===== src/rtl/uart_tx_fifo_pkg.sv =====
`default_nettype none
//==============================================================================
// Package     : uart_tx_fifo_pkg
// Description : Shared UART definitions used by the TX and RX paths: framing
//               state encodings, the frame/data bit counts of an 8N1
//               character, and the clocks-per-bit helper.
// Contents    : uart_state_e       - serialiser/deserialiser framing states
//               c_data_bits        - data bits per character (8)
//               c_frame_bits       - total bits per frame (start+8+stop = 10)
//               calc_clks_per_bit  - CLK_FREQ / BAUD_RATE (integer division)
// Revision    : 1.0 - initial release
//==============================================================================
package uart_tx_fifo_pkg;

    typedef enum logic [1:0] {
        ST_IDLE  = 2'd0,
        ST_START = 2'd1,
        ST_DATA  = 2'd2,
        ST_STOP  = 2'd3
    } uart_state_e;

    localparam int unsigned c_data_bits  = 8;
    localparam int unsigned c_frame_bits = 10;

    // Truncating division: the bit period is rounded down to whole clocks.
    function automatic int unsigned calc_clks_per_bit(input int unsigned clk_freq,
                                                      input int unsigned baud_rate);
        return clk_freq / baud_rate;
    endfunction

endpackage
`default_nettype wire


===== src/rtl/uart_tx_serializer.sv =====
`default_nettype none
//==============================================================================
// Module      : uart_tx_serializer
// Description : 8N1 frame serialiser. Takes a byte whenever one is available
//               and the line is free (from IDLE, or on the last clock of a
//               stop bit so frames run back-to-back), and shifts it out LSB
//               first. Each bit lasts CLKS_PER_BIT clocks.
// Ports       : clk          in   system clock
//               rst          in   synchronous reset, active high
//               i_data_avail in   a byte is waiting upstream
//               i_data       in   byte to transmit, taken when o_load = 1
//               o_load       out  byte accepted this cycle (upstream pops)
//               o_tx         out  registered serial line, idle high
//               o_busy       out  a frame is in progress
// Revision    : 1.0 - initial release
//==============================================================================
module uart_tx_serializer
    import uart_tx_fifo_pkg::*;
#(
    parameter int unsigned CLKS_PER_BIT = 10
) (
    input  logic       clk,
    input  logic       rst,
    input  logic       i_data_avail,
    input  logic [7:0] i_data,
    output logic       o_load,
    output logic       o_tx,
    output logic       o_busy
);

    localparam int unsigned c_cnt_width = (CLKS_PER_BIT > 1) ? $clog2(CLKS_PER_BIT) : 1;
    localparam logic [c_cnt_width-1:0] c_cnt_last = c_cnt_width'(CLKS_PER_BIT - 1);
    localparam logic [2:0] c_last_bit = 3'(c_data_bits - 1);

    uart_state_e              r_state;
    uart_state_e              w_state_next;
    logic [c_cnt_width-1:0]   r_baud_cnt;
    logic [c_cnt_width-1:0]   w_baud_cnt_next;
    logic [2:0]               r_bit_idx;
    logic [2:0]               w_bit_idx_next;
    logic [7:0]               r_shift;
    logic [7:0]               w_shift_next;
    logic                     r_tx;
    logic                     w_tx_next;
    logic                     w_load;
    logic                     w_bit_done;

    assign w_bit_done = (r_baud_cnt == c_cnt_last);

    always_ff @(posedge clk) begin
        if (rst) begin
            r_state    <= ST_IDLE;
            r_baud_cnt <= '0;
            r_bit_idx  <= '0;
            r_shift    <= '0;
            r_tx       <= 1'b1;
        end else begin
            r_state    <= w_state_next;
            r_baud_cnt <= w_baud_cnt_next;
            r_bit_idx  <= w_bit_idx_next;
            r_shift    <= w_shift_next;
            r_tx       <= w_tx_next;
        end
    end

    always_comb begin
        w_state_next    = r_state;
        w_baud_cnt_next = r_baud_cnt;
        w_bit_idx_next  = r_bit_idx;
        w_shift_next    = r_shift;
        w_load          = 1'b0;
        w_tx_next       = 1'b1;

        case (r_state)
            ST_IDLE: begin
                w_baud_cnt_next = '0;
                if (i_data_avail) begin
                    w_load       = 1'b1;
                    w_shift_next = i_data;
                    w_state_next = ST_START;
                end
            end

            ST_START: begin
                if (w_bit_done) begin
                    w_baud_cnt_next = '0;
                    w_bit_idx_next  = '0;
                    w_state_next    = ST_DATA;
                end else begin
                    w_baud_cnt_next = r_baud_cnt + 1'b1;
                end
            end

            ST_DATA: begin
                if (w_bit_done) begin
                    w_baud_cnt_next = '0;
                    w_shift_next    = {1'b0, r_shift[7:1]};
                    if (r_bit_idx == c_last_bit) begin
                        w_state_next = ST_STOP;
                    end else begin
                        w_bit_idx_next = r_bit_idx + 1'b1;
                    end
                end else begin
                    w_baud_cnt_next = r_baud_cnt + 1'b1;
                end
            end

            ST_STOP: begin
                if (w_bit_done) begin
                    w_baud_cnt_next = '0;
                    // Chain straight into the next start bit when more data
                    // is queued, so consecutive frames have no idle gap.
                    if (i_data_avail) begin
                        w_load       = 1'b1;
                        w_shift_next = i_data;
                        w_state_next = ST_START;
                    end else begin
                        w_state_next = ST_IDLE;
                    end
                end else begin
                    w_baud_cnt_next = r_baud_cnt + 1'b1;
                end
            end

            default: begin
                w_state_next = ST_IDLE;
            end
        endcase

        // Line level follows the current state one clock later; this keeps
        // every bit exactly CLKS_PER_BIT clocks wide and the output glitch-free.
        case (r_state)
            ST_START: w_tx_next = 1'b0;
            ST_DATA:  w_tx_next = r_shift[0];
            default:  w_tx_next = 1'b1;
        endcase
    end

    assign o_load = w_load;
    assign o_tx   = r_tx;
    assign o_busy = (r_state != ST_IDLE);

endmodule
`default_nettype wire


===== src/rtl/uart_tx_fifo.sv =====
`default_nettype none
//==============================================================================
// Module      : uart_tx_fifo
// Description : UART transmitter with a byte FIFO in front. The CPU queues
//               bytes with wr_en; they are sent 8N1, LSB first, back-to-back.
// Ports       : clk         in   system clock, rising edge
//               rst         in   synchronous reset, active high
//               wr_en       in   write strobe, one byte per cycle
//               tx_data     in   byte to queue, sampled when wr_en = 1
//               tx          out  UART TX line, idle high
//               tx_ready    out  FIFO can accept a byte
//               tx_busy     out  FIFO non-empty or a frame in progress
//               fifo_full   out  FIFO holds FIFO_DEPTH bytes
//               fifo_empty  out  FIFO holds no bytes
// Revision    : 1.0 - initial release
//==============================================================================
module uart_tx_fifo
    import uart_tx_fifo_pkg::*;
#(
    parameter int unsigned CLK_FREQ   = 25000000,
    parameter int unsigned BAUD_RATE  = 9600,
    parameter int unsigned FIFO_DEPTH = 16
) (
    input  logic       clk,
    input  logic       rst,
    input  logic       wr_en,
    input  logic [7:0] tx_data,
    output logic       tx,
    output logic       tx_ready,
    output logic       tx_busy,
    output logic       fifo_full,
    output logic       fifo_empty
);

    localparam int unsigned c_clks_per_bit = calc_clks_per_bit(CLK_FREQ, BAUD_RATE);
    localparam int unsigned c_ptr_width    = $clog2(FIFO_DEPTH);
    localparam logic [c_ptr_width:0] c_full_count = (c_ptr_width + 1)'(FIFO_DEPTH);

    logic [7:0]             r_mem [FIFO_DEPTH];
    logic [c_ptr_width-1:0] r_wr_ptr;
    logic [c_ptr_width-1:0] r_rd_ptr;
    logic [c_ptr_width:0]   r_count;
    logic                   w_push;
    logic                   w_pop;
    logic                   w_ser_busy;

    assign fifo_full  = (r_count == c_full_count);
    assign fifo_empty = (r_count == '0);
    assign tx_ready   = ~fifo_full;

    // Acceptance uses the registered full flag, so a write that lands while
    // full is dropped even if the serialiser frees a slot on the same edge.
    assign w_push = wr_en & ~fifo_full;

    always_ff @(posedge clk) begin
        if (rst) begin
            r_wr_ptr <= '0;
            r_rd_ptr <= '0;
            r_count  <= '0;
        end else begin
            if (w_push) begin
                r_wr_ptr <= r_wr_ptr + 1'b1;
            end
            if (w_pop) begin
                r_rd_ptr <= r_rd_ptr + 1'b1;
            end
            case ({w_push, w_pop})
                2'b10:   r_count <= r_count + 1'b1;
                2'b01:   r_count <= r_count - 1'b1;
                default: r_count <= r_count;
            endcase
        end
    end

    // Storage needs no reset: only slots between the pointers are ever read.
    always_ff @(posedge clk) begin
        if (w_push) begin
            r_mem[r_wr_ptr] <= tx_data;
        end
    end

    uart_tx_serializer #(
        .CLKS_PER_BIT (c_clks_per_bit)
    ) u_serializer (
        .clk          (clk),
        .rst          (rst),
        .i_data_avail (~fifo_empty),
        .i_data       (r_mem[r_rd_ptr]),
        .o_load       (w_pop),
        .o_tx         (tx),
        .o_busy       (w_ser_busy)
    );

    assign tx_busy = w_ser_busy | ~fifo_empty;

endmodule
`default_nettype wire


===== config.mk =====
export PLATFORM = sky130hd
export DESIGN_NAME = uart_tx_fifo
export DESIGN_NICKNAME = d
export VERILOG_FILES = /design/src/rtl/uart_tx_fifo_pkg.sv /design/src/rtl/uart_tx_serializer.sv /design/src/rtl/uart_tx_fifo.sv
export SDC_FILE = /design/constraint.sdc
export NUM_CORES = 1
export LEC_CHECK = 0
export BUFFER_PORTS_ARGS = -buffer_cell sky130_fd_sc_hd__buf_2
export CORE_MARGIN = 2
export CORE_UTILIZATION = 30
export CTS_CLUSTER_SIZE = 24
export DETAILED_ROUTE_END_ITERATION = 8
export GPL_ROUTABILITY_DRIVEN = 0
export GPL_TIMING_DRIVEN = 0
export PLACE_DENSITY_LB_ADDON = 0.1
export SYNTH_ARGS = -nofsm -noshare
export SYNTH_HDL_FRONTEND = slang
export SYNTH_SLANG_ARGS = --single-unit

===== constraint.sdc =====
create_clock -name clk -period 5 [get_ports clk]
set_input_delay 0.5 -clock clk [delete_from_list [all_inputs] [get_ports clk]]
set_output_delay 0.5 -clock clk [all_outputs]
set_load 0.005 [all_outputs]

==> impl_metrics.csv <==
group,metric,value,unit
run_status,status,"finished clean",
placed_design,hpwl,10300,um
timing,max_freq,288,MHz
drt,wirelength,15300,um
setup_path,cp_max_fo,10,
cts,clockBufferDepth,2,
synth,synth_cell_types,54,
cts,clk_pin_slew,0.07,ns
synth,synth-seq-cells,171,
setup_path,slowest_delay,0.60,ns
setup_path,crit_path_start_kind,"flip-flop",
setup_path,r2r_cells,12,
synth,synthCells,476,
placed_design,io_buffers,15,
synth,synthArstFlopShare,0,%
synth,ys_warn_count,0,
floorplan,io_pins,16,
drt,wire_per_inst,18.2,um
cts,postCtsSetupBuffers,0,
drt,dr.pass1.iters,4,
drt,vias,3900,
setup_path,worst-path-stages,12,
timing,hold_ws,0.452,ns
power_and_ir_drop,leakage,0.00268,uW
timing,rsz0062_at_grt,"no",
run,maxCapViolCount,0,
finish,final_common_cell,"edfxtp_1",
timing,setup_tns,0,ns
cts,cts-resized-gates,0,
hold_path,min_path_cells,3,
synth,yosysTopAreaCell,"edfxtp_1",
global_route,grt_antenna_before_repair,0,
finish,drive_gt1_share,20.1,%
timing,setup_violations,0,
floorplan,start_util,30.6,%
finish,nNetsFinal,537,
global_route,overflow,0,
cts,htree_num_levels,4,
drt,via_per_inst,4.63,
cts,cts_buffers,17,
cts,cts-root-buf,"clkbuf_16",
setup_path,cp_cell_sequence,"or4_4 -> nor4_4 -> o21a_1 -> buf_4 -> ha_1 -> buf_4 -> xor2_1 -> ha_1 -> a31oi_1 -> a21oi_1 -> o211a_1 -> a311o_1",
setup_path,crit_path_top_delay_cell,"or4_4",
synth,synthTopCellsByArea,"edfxtp_1 53%, dfxtp_1 12%, mux4_2 10%, nor2_1 2.9%, ha_1 2.8%",
timing,finalCritPeriodShare,69.4,%
drt,drtIter0Drc,208,
timing,worst_pin_slew,1.32,ns
finish,area_growth,14.7,%
setup_path,cp_data_arrival_time,3.78,ns
synth,avgSynthCellArea,15.1,um2
global_route,grt_use_total,12.8,%
timing,relSlewSlack,11.4,%
cts,clock_sinks,171,
timing,finClkSkew,0.0108,ns
setup_path,worstSetupPathType,"reg2reg",
global_route,grt_max_degree,19,
timing,final_max_slew_viol_count,0,
setup_path,critPathRequiredTime,5.31,ns
global_route,grt_pass1_wl,23900,um
timing,finalHoldViolCount,0,
finish,layout_common_cells,"128 x edfxtp_1, 56 x nor2_1, 43 x dfxtp_1",
synth,syn-cell-area,0.00720,mm2
floorplan,die_area,0.0252,mm2
synth,synthFlopType,"edfxtp_1",
cts,cts_tree,"built",
global_route,first_global_vias,3995,
synth,seq_area_frac_synth,65.4,%
synth,yosysTopAreaCellShare,53.4,%
setup_path,path_buf_inv,2,
hold_path,hold_path.class,"in2reg",
synth,syn_nets,503,
timing,period_needed,3.47,ns
floorplan,num_rows,56,
power_and_ir_drop,powerDensity,501,mW/mm2
cts,clock_latency,0.43,ns
drt,drc_errors,0,
setup_path,cp-end-kind,"flip-flop",
cts,hold_buffers,0,
power_and_ir_drop,ir_worst_vdd,198,uV
finish,antenna_cells,0,
floorplan,core_region_area,0.0235,mm2
drt,ant_nets,0,
floorplan,dieWidth,159,um
setup_path,crit_family,"compound AO/OA/AOI/OAI gates",
synth,synth_edf_count,128,
floorplan,dieHeight,159,um
[cell usage after synthesis (2+ instances only)]
master    count
edfxtp_1    128
nor2_1       56
dfxtp_1      43
mux4_2       33
nand2_1      28
ha_1         16
xor2_1       13
inv_1        12
clkbuf_1     11
mux2i_1      11
a211oi_1      9
a21oi_1       8
nand2b_1      8
nor2b_1       8
a211o_1       7
a311oi_1      7
buf_4         7
nand4_1       7
nor3_1        6
xnor2_1       6
buf_1         3
buf_2         3
nand3_1       3
nor4b_1       3
o21ai_0       3
a311o_1       2
and2b_1       2
and3_1        2
nand3b_1      2
o211ai_1      2
o21bai_1      2
or2_2         2
or3b_2        2
[cell type report]
cell class,count,area (um2)
Buffer,25,131
Clock buffer,17,425
Clock inverter,15,149
Fill cell,2313,15300
Inverter,12,45.0
Multi-Input combinational cell,268,2330
Sequential cell,171,4700
Tap cell,319,399
Timing Repair Buffer,15,75.1
[per-stage QoR]
| step | setup WS (ns) | instance area (um2) | util, % | total power, uW | std cells |
|---|---|---|---|---|---|
| floorplan | 1.88 | 7200 | - | 2590 | 476 |
| global placement | 1.56 | 7670 | 32.6 | 2900 | 810 |
| detailed placement | 1.57 | 7680 | 32.6 | 2910 | 810 |
| CTS | 1.53 | 8260 | 35.1 | 4200 | 842 |
| global route | 1.32 | 8260 | 35.1 | 4400 | 842 |
| finish | 1.53 | 8260 | 35.1 | 4140 | 842 |
[state kept, by name, indices dropped and copies added (netlist names), named ones only]
signal                   flops
u_serializer.r_baud_cnt     12
u_serializer.r_shift         8
r_wr_ptr                     4
r_rd_ptr                     4
r_mem                      128
u_serializer.o_tx            1
u_serializer.r_state         2
r_count                      5
u_serializer.r_bit_idx       3
[path summary, 6_finish.rpt]
check	to	slack (ns)	from
worst max-delay path	r_count[4]$_SDFFE_PP0P_	1.53	u_serializer.r_baud_cnt[7]$_SDFF_PP0_
worst max register to register	r_count[4]$_SDFFE_PP0P_	1.53	u_serializer.r_baud_cnt[7]$_SDFF_PP0_
worst min-delay path	r_count[2]$_SDFFE_PP0P_	0.45	rst
worst min register to register	u_serializer.r_baud_cnt[0]$_SDFF_PP0_	0.46	u_serializer.r_baud_cnt[0]$_SDFF_PP0_
[per-layer routing]
layer / up-vias / part of all wire, % / global-route usage (%) / routed length (um)
met1: 1965 / 49 / 17.7 / 7520
met5: - / 0 / 0 / 0
met2: 44 / 47 / 20.1 / 7170
met3: 11 / 3.0 / 3.19 / 459
met4: 0 / 1.0 / 3.26 / 158
li1: 1880 / - / - / -
[cell families (layout without fill, tap and decap cells)]
logic type | after synthesis | count (layout) | synth area share [%]
buf+inv | 37 | 84 | 2.45
mux | 44 | 44 | 11.9
fa+ha+maj | 16 | 16 | 2.78
compound gates | 50 | 50 | 5.41
simple gates | 139 | 139 | 9.84
xor+xnor | 19 | 19 | 2.31
flops | 171 | 171 | 65.4
[power by group]
group,leakage (uW),total (uW),internal [uW],switching [uW]
combinational,0.000892,1170,522,653
clock,0.000281,1280,664,612
sequential,0.00151,1690,1630,59.7
[worst min-delay path: cells and delay by family]
family | cells | cell delay [ns]
simple gates | 2 | 0.19
buf+inv | 1 | 0.13
(Power assumes the default switching activity.)
